### src/rtl/mux_scan_pkg.sv
// Shared types and constants for the 4-channel mux scan controller.
// Holds the scan FSM state type and the lowest-enabled-channel helper.
package mux_scan_pkg;

    localparam int NCH  = 4;
    localparam int CH_W = 2;

    typedef enum logic [1:0] {
        IDLE,
        DWELL,
        CAPTURE
    } scan_state_t;

    // Lowest set bit of the mask; returns 0 for an empty mask.
    function automatic logic [CH_W-1:0] first_ch(input logic [NCH-1:0] mask);
        first_ch = '0;
        for (int k = NCH - 1; k >= 0; k--) begin
            if (mask[k]) begin
                first_ch = CH_W'(k);
            end
        end
    endfunction

endpackage

### src/rtl/mux_next_ch.sv
// Finds the next enabled channel above the current one.
// The last flag is set when no higher enabled channel exists.
module mux_next_ch
    import mux_scan_pkg::*;
(
    input  logic [NCH-1:0]  mask,
    input  logic [CH_W-1:0] cur_ch,
    output logic [CH_W-1:0] next_ch,
    output logic            last
);

    always_comb begin
        next_ch = cur_ch;
        last    = 1'b1;
        for (int k = NCH - 1; k >= 0; k--) begin
            if (mask[k] && (k > int'(cur_ch))) begin
                next_ch = CH_W'(k);
                last    = 1'b0;
            end
        end
    end

endmodule

### src/rtl/mux_scan_ctrl.sv
// Scans the enabled inputs of a 4:1 mux, holding each select for a dwell
// period and capturing the mux output into a per-channel sample word.
module mux_scan_ctrl
    import mux_scan_pkg::*;
#(
    parameter int DWELL_W = 8
) (
    input  logic               clk,
    input  logic               rst_n,
    input  logic               start,
    input  logic               stop,
    input  logic               cont,
    input  logic [DWELL_W-1:0] dwell,
    input  logic [NCH-1:0]     ch_mask,
    input  logic               y_in,
    output logic [CH_W-1:0]    sel,
    output logic               en,
    output logic               busy,
    output logic [NCH-1:0]     sample,
    output logic               sample_valid
);

    scan_state_t        state;
    logic [NCH-1:0]     mask_q;
    logic [DWELL_W-1:0] dwell_q;
    logic [DWELL_W-1:0] cnt;
    logic [NCH-1:0]     shadow;
    logic [NCH-1:0]     shadow_next;
    logic [CH_W-1:0]    next_ch;
    logic               last_ch;

    // A dwell of zero behaves as one, so the reload value never underflows.
    function automatic logic [DWELL_W-1:0] reload_val(input logic [DWELL_W-1:0] d);
        reload_val = (d == '0) ? '0 : d - 1'b1;
    endfunction

    mux_next_ch u_next_ch (
        .mask    (mask_q),
        .cur_ch  (sel),
        .next_ch (next_ch),
        .last    (last_ch)
    );

    always_comb begin
        shadow_next      = shadow;
        shadow_next[sel] = y_in;
    end

    always_ff @(posedge clk or negedge rst_n) begin
        if (!rst_n) begin
            state        <= IDLE;
            mask_q       <= '0;
            dwell_q      <= '0;
            cnt          <= '0;
            shadow       <= '0;
            sel          <= '0;
            en           <= 1'b0;
            busy         <= 1'b0;
            sample       <= '0;
            sample_valid <= 1'b0;
        end else begin
            sample_valid <= 1'b0;
            case (state)
                IDLE: begin
                    if (start && !stop) begin
                        if (ch_mask != '0) begin
                            mask_q  <= ch_mask;
                            dwell_q <= dwell;
                            sel     <= first_ch(ch_mask);
                            en      <= 1'b1;
                            busy    <= 1'b1;
                            cnt     <= reload_val(dwell);
                            shadow  <= '0;
                            state   <= DWELL;
                        end else begin
                            sample       <= '0;
                            sample_valid <= 1'b1;
                        end
                    end
                end

                DWELL: begin
                    if (stop) begin
                        en    <= 1'b0;
                        busy  <= 1'b0;
                        state <= IDLE;
                    end else if (cnt == '0) begin
                        state <= CAPTURE;
                    end else begin
                        cnt <= cnt - 1'b1;
                    end
                end

                CAPTURE: begin
                    // Stop discards the capture of this cycle entirely.
                    if (stop) begin
                        en    <= 1'b0;
                        busy  <= 1'b0;
                        state <= IDLE;
                    end else if (!last_ch) begin
                        shadow <= shadow_next;
                        sel    <= next_ch;
                        cnt    <= reload_val(dwell_q);
                        state  <= DWELL;
                    end else begin
                        sample       <= shadow_next & mask_q;
                        sample_valid <= 1'b1;
                        shadow       <= shadow_next;
                        mask_q       <= ch_mask;
                        dwell_q      <= dwell;
                        if (cont && (ch_mask != '0)) begin
                            sel    <= first_ch(ch_mask);
                            cnt    <= reload_val(dwell);
                            shadow <= '0;
                            state  <= DWELL;
                        end else begin
                            en    <= 1'b0;
                            busy  <= 1'b0;
                            state <= IDLE;
                        end
                    end
                end

                default: begin
                    en    <= 1'b0;
                    busy  <= 1'b0;
                    state <= IDLE;
                end
            endcase
        end
    end

endmodule

### config.mk
export PLATFORM = sky130hd
export DESIGN_NAME = mux_scan_ctrl
export DESIGN_NICKNAME = d
export VERILOG_FILES = /design/src/rtl/mux_scan_pkg.sv /design/src/rtl/mux_next_ch.sv /design/src/rtl/mux_scan_ctrl.sv
export SDC_FILE = /design/constraint.sdc
export NUM_CORES = 1
export LEC_CHECK = 0
export ABC_AREA = 1
export ABC_CLOCK_PERIOD_IN_PS = 3900
export BUFFER_PORTS_ARGS = -buffer_cell sky130_fd_sc_hd__buf_2
export CORE_MARGIN = 1.5
export CORE_UTILIZATION = 45
export CTS_CLUSTER_SIZE = 30
export DETAILED_ROUTE_END_ITERATION = 7
export MAX_ROUTING_LAYER = met4
export PLACE_DENSITY_LB_ADDON = 0.15
export SETUP_SLACK_MARGIN = 0.3
export SLEW_MARGIN = 20
export SYNTH_ARGS = -nofsm -noshare
export SYNTH_HDL_FRONTEND = slang
export SYNTH_SLANG_ARGS = --single-unit
### constraint.sdc
create_clock -name clk -period 3.9 [get_ports clk]
set_clock_uncertainty 0.05 [all_clocks]
set_input_delay 0 -clock clk [delete_from_list [all_inputs] [get_ports clk]]
set_output_delay 0 -clock clk [all_outputs]
set_load 0.01 [all_outputs]
==> results of run 1 <==
[path summary, 6_finish.rpt]
| check | startpoint | end | slack [ns] |
|---|---|---|---|
| setup / recovery | state[0] | mask_q[2] | 1.80 |
| hold / removal | dwell[6] | dwell_q[6] | -0.0006 |
| setup reg to reg | state[0] | mask_q[2] | 1.80 |
| hold reg to reg | sample[1] | sample[1] | 0.42 |
| max in group asynchronous | rst_n | state[1] | 3.06 |
| min in group asynchronous | rst_n | sel[1] | 0.26 |
[worst min-delay path: cells and delay by family]
| kind | cells | cell delay, ns |
|---|---|---|
| buffers and inverters | 2 | 0.16 |
| AO/OA/AOI/OAI | 1 | 0.14 |
[synth_stat cells (all sizes together), types with 3 or more instances]
cell    count
nand2     144
inv        45
nor2       36
dfrtp      34
o21ai      33
nand3      26
ha          9
nand4       7
xor2        6
a21oi       5
buf         5
nand3b      3
nor3        3
or2         3
[layout by cell type (no fill, tap or decap), types with 5 or more instances in the layout]
master	instances
nand2_1	131
inv_1	39
dfrtp_1	34
nor2_1	31
buf_2	26
nand3_1	24
o21ai_0	18
o21ai_1	14
nand2_2	12
dlygate4sd3_1	10
ha_1	9
nand4_1	7
inv_2	6
xor2_1	6
a21oi_1	5
clkbuf_8	5
[per-layer routing]
metal  global-route usage  wire length, um  vias to the layer above
li1                     -                -                     1218
met2                0.357             2550                       43
met1                0.241             2650                     1003
met4               0.0593              102                        0
met5                    -                0                        -
met3               0.0333              151                       10
[stage by stage]
| stage | std cells | worst slack [ns] | util | hold slack (ns) |
|---|---|---|---|---|
| global route | 472 | 1.61 | 0.555 | 0.0248 |
| detailed placement | 454 | 1.78 | 0.509 | 0.0700 |
| CTS | 472 | 1.77 | 0.555 | 0.00272 |
| global placement | 454 | 1.88 | 0.509 | 0.0675 |
| floorplan | 363 | 2.28 | - | -0.346 |
| finish | 472 | 1.80 | 0.555 | -0.000553 |
[registers in the layout, summed over array words and instances, names as in the netlist]
name and cells:
busy 1, cnt 8, dwell_q 8, mask_q 4
sample 4, sample_valid 1, sel 2, shadow 4
state 2
[cells by family (layout without fill, tap and decap cells)]
family,Yosys count,in the layout,synth area share
simple gates,222,222,0.412
buf+inv,50,89,0.0822
compound gates,42,42,0.0914
flops,34,34,0.347
fa+ha+maj,9,9,0.0460
xor+xnor,6,6,0.0215
[power by group through the flow]
stage | clock network (W) | registers, W | logic [W]
after floorplan | 0 | 0.000594 | 0.000931
after global placement | 0 | 0.000615 | 0.00113
after detailed placement | 0 | 0.000617 | 0.00115
after CTS | 0.000398 | 0.000612 | 0.00116
after global routing | 0.000413 | 0.000633 | 0.00133
final | 0.000392 | 0.000615 | 0.00115
[cell type report]
cell class	instances	area share
clock inverter	3	0.0240
multi-input combinational	279	0.486
tap	70	0.0305
inverter	45	0.0588
timing repair buffer	36	0.0801
sequential	34	0.296
clock buffer	5	0.0240
==> out/metrics.cfg, run 1 <==
[critical_path]
cp_max_fo=23
crit_cells=9
crit_chain=inv_1 -> ha_1 -> inv_1 -> nand2_1 -> nand2_2 -> nor2_4 -> nand2_2 -> nor2_1 -> a21oi_1
worst_path_max_delay_cell=ha_1
ff2ff_path_depth=9
start_kind=flop
cp_top_family=simple AND/OR/NAND/NOR gates
cp-end-kind=flop
crit_buf_inv=2
slowest_delay_ns=0.44
path_class=reg -> reg
critical_path_required_ns=4.02
cp_data_arrival_time_ns=2.22

[synth]
synth_edf_count=0
yosys.area.top_type_share=0.347
ys_types=32
synthCells=363
syn-num-nets=390
async_flop_share=1.00
netlist_area_um2=2450
synth_warnings=0
ys_seq_elements=34
synth_area_leaders=dfrtp_1 35%, nand2_1 20%, inv_1 6.0%
synth_flop_cell=dfrtp_1
avgSynthCellArea_um2=6.75
yosysSeqAreaShare=0.347
yosysTopAreaCell=dfrtp_1

[power]
power_w=0.00216
ir_drop_mv=0.276
p_per_area_nw_per_um2=751
swShare=0.472
p_clk_frac=0.182
p_seq_frac=0.285
p_switching_w=0.00102
p_leak_nw=1.55
combPwrFrac=0.533
p_int_w=0.00114

[floorplan]
ioPinCount=27
die-area_um2=5900
die_y_um=76.8
initial_utilization=0.474
die_x_um=76.8
row_count=26
core_um2=5170

[final_layout]
multi_input_area_um2=1400
n_fill_cell=493
final_area_um2=2870
seq_area_um2=851
drive_above_1_share=0.162
n_antenna_cell=0
final_nets=428
area_growth_pct=17.3

[global_routing]
antenna_found_initial=0
grt_max_degree=35
grt_pass1_wl_mm=9.54
grt_pass1_vias=2233
grt.overflow.total=0
grt.total_usage=0.204

[sta]
slew_headroom=0.498
tightest_slew_ns=0.752
setup_viol=0
hold_ws_ns=-0.000553
hold_viol=1
period_needed_ns=2.10
rsz0062_at_grt=false
period_share=0.539
fmax_mhz=475
fin_setup_tns_ns=0
drv_slew=0

[route]
via_per_inst=4.82
dr.pass1.iters=4
ant_nets=0
vias=2274
drc_errors=0
wl_per_cell_um=11.6
drtIter0Drc=86
wirelength_mm=5.45

[placed_design]
hpwl_mm=4.19
io_buffers=26
placed_cell_area_um2=2640
globalplace.congestion=0.834

[clocking]
clock_latency_ns=0.29
clkSlewWorstSetupHoldPaths_ns=0.08
clockRootBuffer=clkbuf_8
cts_tree=yes
cts_repair_resize_count=0
cts_buffers=5
cts_setup_buffers=0
cts_max_path_buffers=2
cts_sinks=34
htreeDepth=2
ctsHoldBuffers=10

[worst_hold_path]
min_path_cells=3
hold_path.class=in -> reg

[run_status]
status=finished with violations
violations=negative hold slack

[job]
cap_violations=0

Power figures use the tool's default switching activity.
==> inputs of run 2 (changes only) <==
--- a/config.mk
+++ b/config.mk
@@ -6,7 +6,7 @@
 export NUM_CORES = 1
 export LEC_CHECK = 0
 export ABC_AREA = 1
-export ABC_CLOCK_PERIOD_IN_PS = 3900
+export ABC_CLOCK_PERIOD_IN_PS = 1830
 export BUFFER_PORTS_ARGS = -buffer_cell sky130_fd_sc_hd__buf_2
 export CORE_MARGIN = 1.5
 export CORE_UTILIZATION = 45
==> constraint.sdc (replaced) <==
create_clock -name clk -period 1.83 [get_ports clk]
set_clock_uncertainty 0.05 [all_clocks]
set_input_delay 0 -clock clk [delete_from_list [all_inputs] [get_ports clk]]
set_output_delay 0 -clock clk [all_outputs]
set_load 0.01 [all_outputs]
==> out/metrics.cfg, run 2 (same netlist as run 1, synthesis figures left out) <==
[run_status]
status=completed

[critical_path]
cp_max_fo=6
start_kind=flop
path_class=reg -> reg
cp_top_family=simple AND/OR/NAND/NOR gates
critical_path_required_ns=1.96
crit_buf_inv=3
worst_path_max_delay_cell=dfrtp_1
cp_data_arrival_time_ns=1.74
cp-end-kind=flop
crit_chain=inv_2 -> ha_4 -> inv_2 -> nand2_2 -> nand2_2 -> nor2_4 -> buf_12 -> nand2_8 -> nand2_1 -> o21ai_1
slowest_delay_ns=0.41

[sta]
fin_setup_tns_ns=0
setup_viol=0
rsz0062_at_grt=true
period_share=0.879
hold_viol=0
period_needed_ns=1.61
drv_slew=0
tightest_slew_ns=0.771
slew_headroom=0.486
fmax_mhz=622

[placed_design]
globalplace.congestion=0.864
hpwl_mm=4.30
place_inst=457
io_buffers=26

[floorplan]
row_count=26
die_x_um=76.8
core_um2=5170
die_y_um=76.8
die-area_um2=5900
ioPinCount=27
initial_utilization=0.474

[final_layout]
top_regs=cnt: 8 flops, dwell_q: 8 flops
final_nets=466
final_cell_mix=111 x nand2_1, 32 x dfrtp_1, 32 x buf_4
seq_area_um2=853
area_growth_pct=38.8
multi_input_area_um2=1650
n_antenna_cell=0
n_fill_cell=439
drive_above_1_share=0.341
mostFrequentLayoutCell=nand2_1
fin_cells=510
final_util=0.657

[job]
cap_violations=0

[route]
drtIter0Drc=99
dr.pass1.iters=4
vias=2579
drc_errors=0
via_per_inst=5.06
ant_nets=0
wirelength_mm=6.61
wl_per_cell_um=13.0

[global_routing]
grt_pass1_wl_mm=11.0
grt.overflow.total=0
antenna_found_initial=0
grt_max_degree=35
grt_pass1_vias=2528
grt.total_usage=0.236

[clocking]
cts_max_path_buffers=2
clock_latency_ns=0.30
clockRootBuffer=clkbuf_8
cts_tree=yes
cts_sinks=34
clkSlewWorstSetupHoldPaths_ns=0.07
cts_buffers=5
htreeDepth=2

[worst_hold_path]
hold_path.class=in -> reg

[power]
p_leak_nw=1.76
p_per_area_nw_per_um2=1700
power_w=0.00578
ir_drop_mv=0.672

==> run 2: what timing repair did <==
action	CTS	global route
pin swaps	27	20
setup endpoints to repair	33	34
buffers inserted	24	8
endpoints found under the hold margin	44	0
resized for setup	42	31
hold buffers	11	0
gates cloned	2	0
==> run 2: area by class of cell <==
cell class,count,area share
Inverter,45,0.0526
Tap cell,70,0.0258
Sequential cell,34,0.251
Timing Repair Buffer,72,0.155
Multi-Input combinational cell,281,0.484
Clock buffer,5,0.0202
Clock inverter,3,0.0118
==> run 2: tightest hold or removal path, delay by kind of cell <==
family | cells | cell delay, ns
AOI/OAI and AO/OA | 1 | 0.14
buffers and inverters | 2 | 0.17
==> run 2: final timing paths <==
path                       depth (start not counted)    endpoint       from  slack [ns]
setup / recovery                                  10  dwell_q[3]   state[0]        0.22
hold reg to reg                                    2   sample[2]  sample[2]        0.42
setup reg to reg                                  10  dwell_q[3]   state[0]        0.22
min in group asynchronous                          2   shadow[2]      rst_n        0.26
hold / removal                                     3  dwell_q[0]   dwell[0]       0.001
max in group asynchronous                          2      sel[1]      rst_n        0.94
==> run 2: metal layers <==
layer	up-vias	share of wire	global-route usage
li1	1304	-	-
met5	-	0	-
met1	1184	0.42	0.269
met2	78	0.52	0.411
met4	0	0.019	0.102
met3	13	0.041	0.0333
==> run 2: stage by stage <==
| stage | worst slack, ns | hold WS (ns) | cell area, um^2 |
|---|---|---|---|
| 5_1_grt | 0.130 | 0.0155 | 3400 |
| 4_1_cts | 0.243 | 0.00133 | 3260 |
| 3_3_place_gp | 0.0359 | 0.0624 | 2680 |
| 6_report | 0.221 | 0.000971 | 3400 |
| 2_1_floorplan | 0.319 | -0.346 | 2480 |
| 3_5_place_dp | 0.0355 | 0.0760 | 2680 |
==> run 2: power breakdown <==
part	switching, W	total (W)	internal, W
sequential	0.000301	0.00134	0.00104
clock	0.000303	0.000704	0.000401
combinational	0.00214	0.00373	0.00159
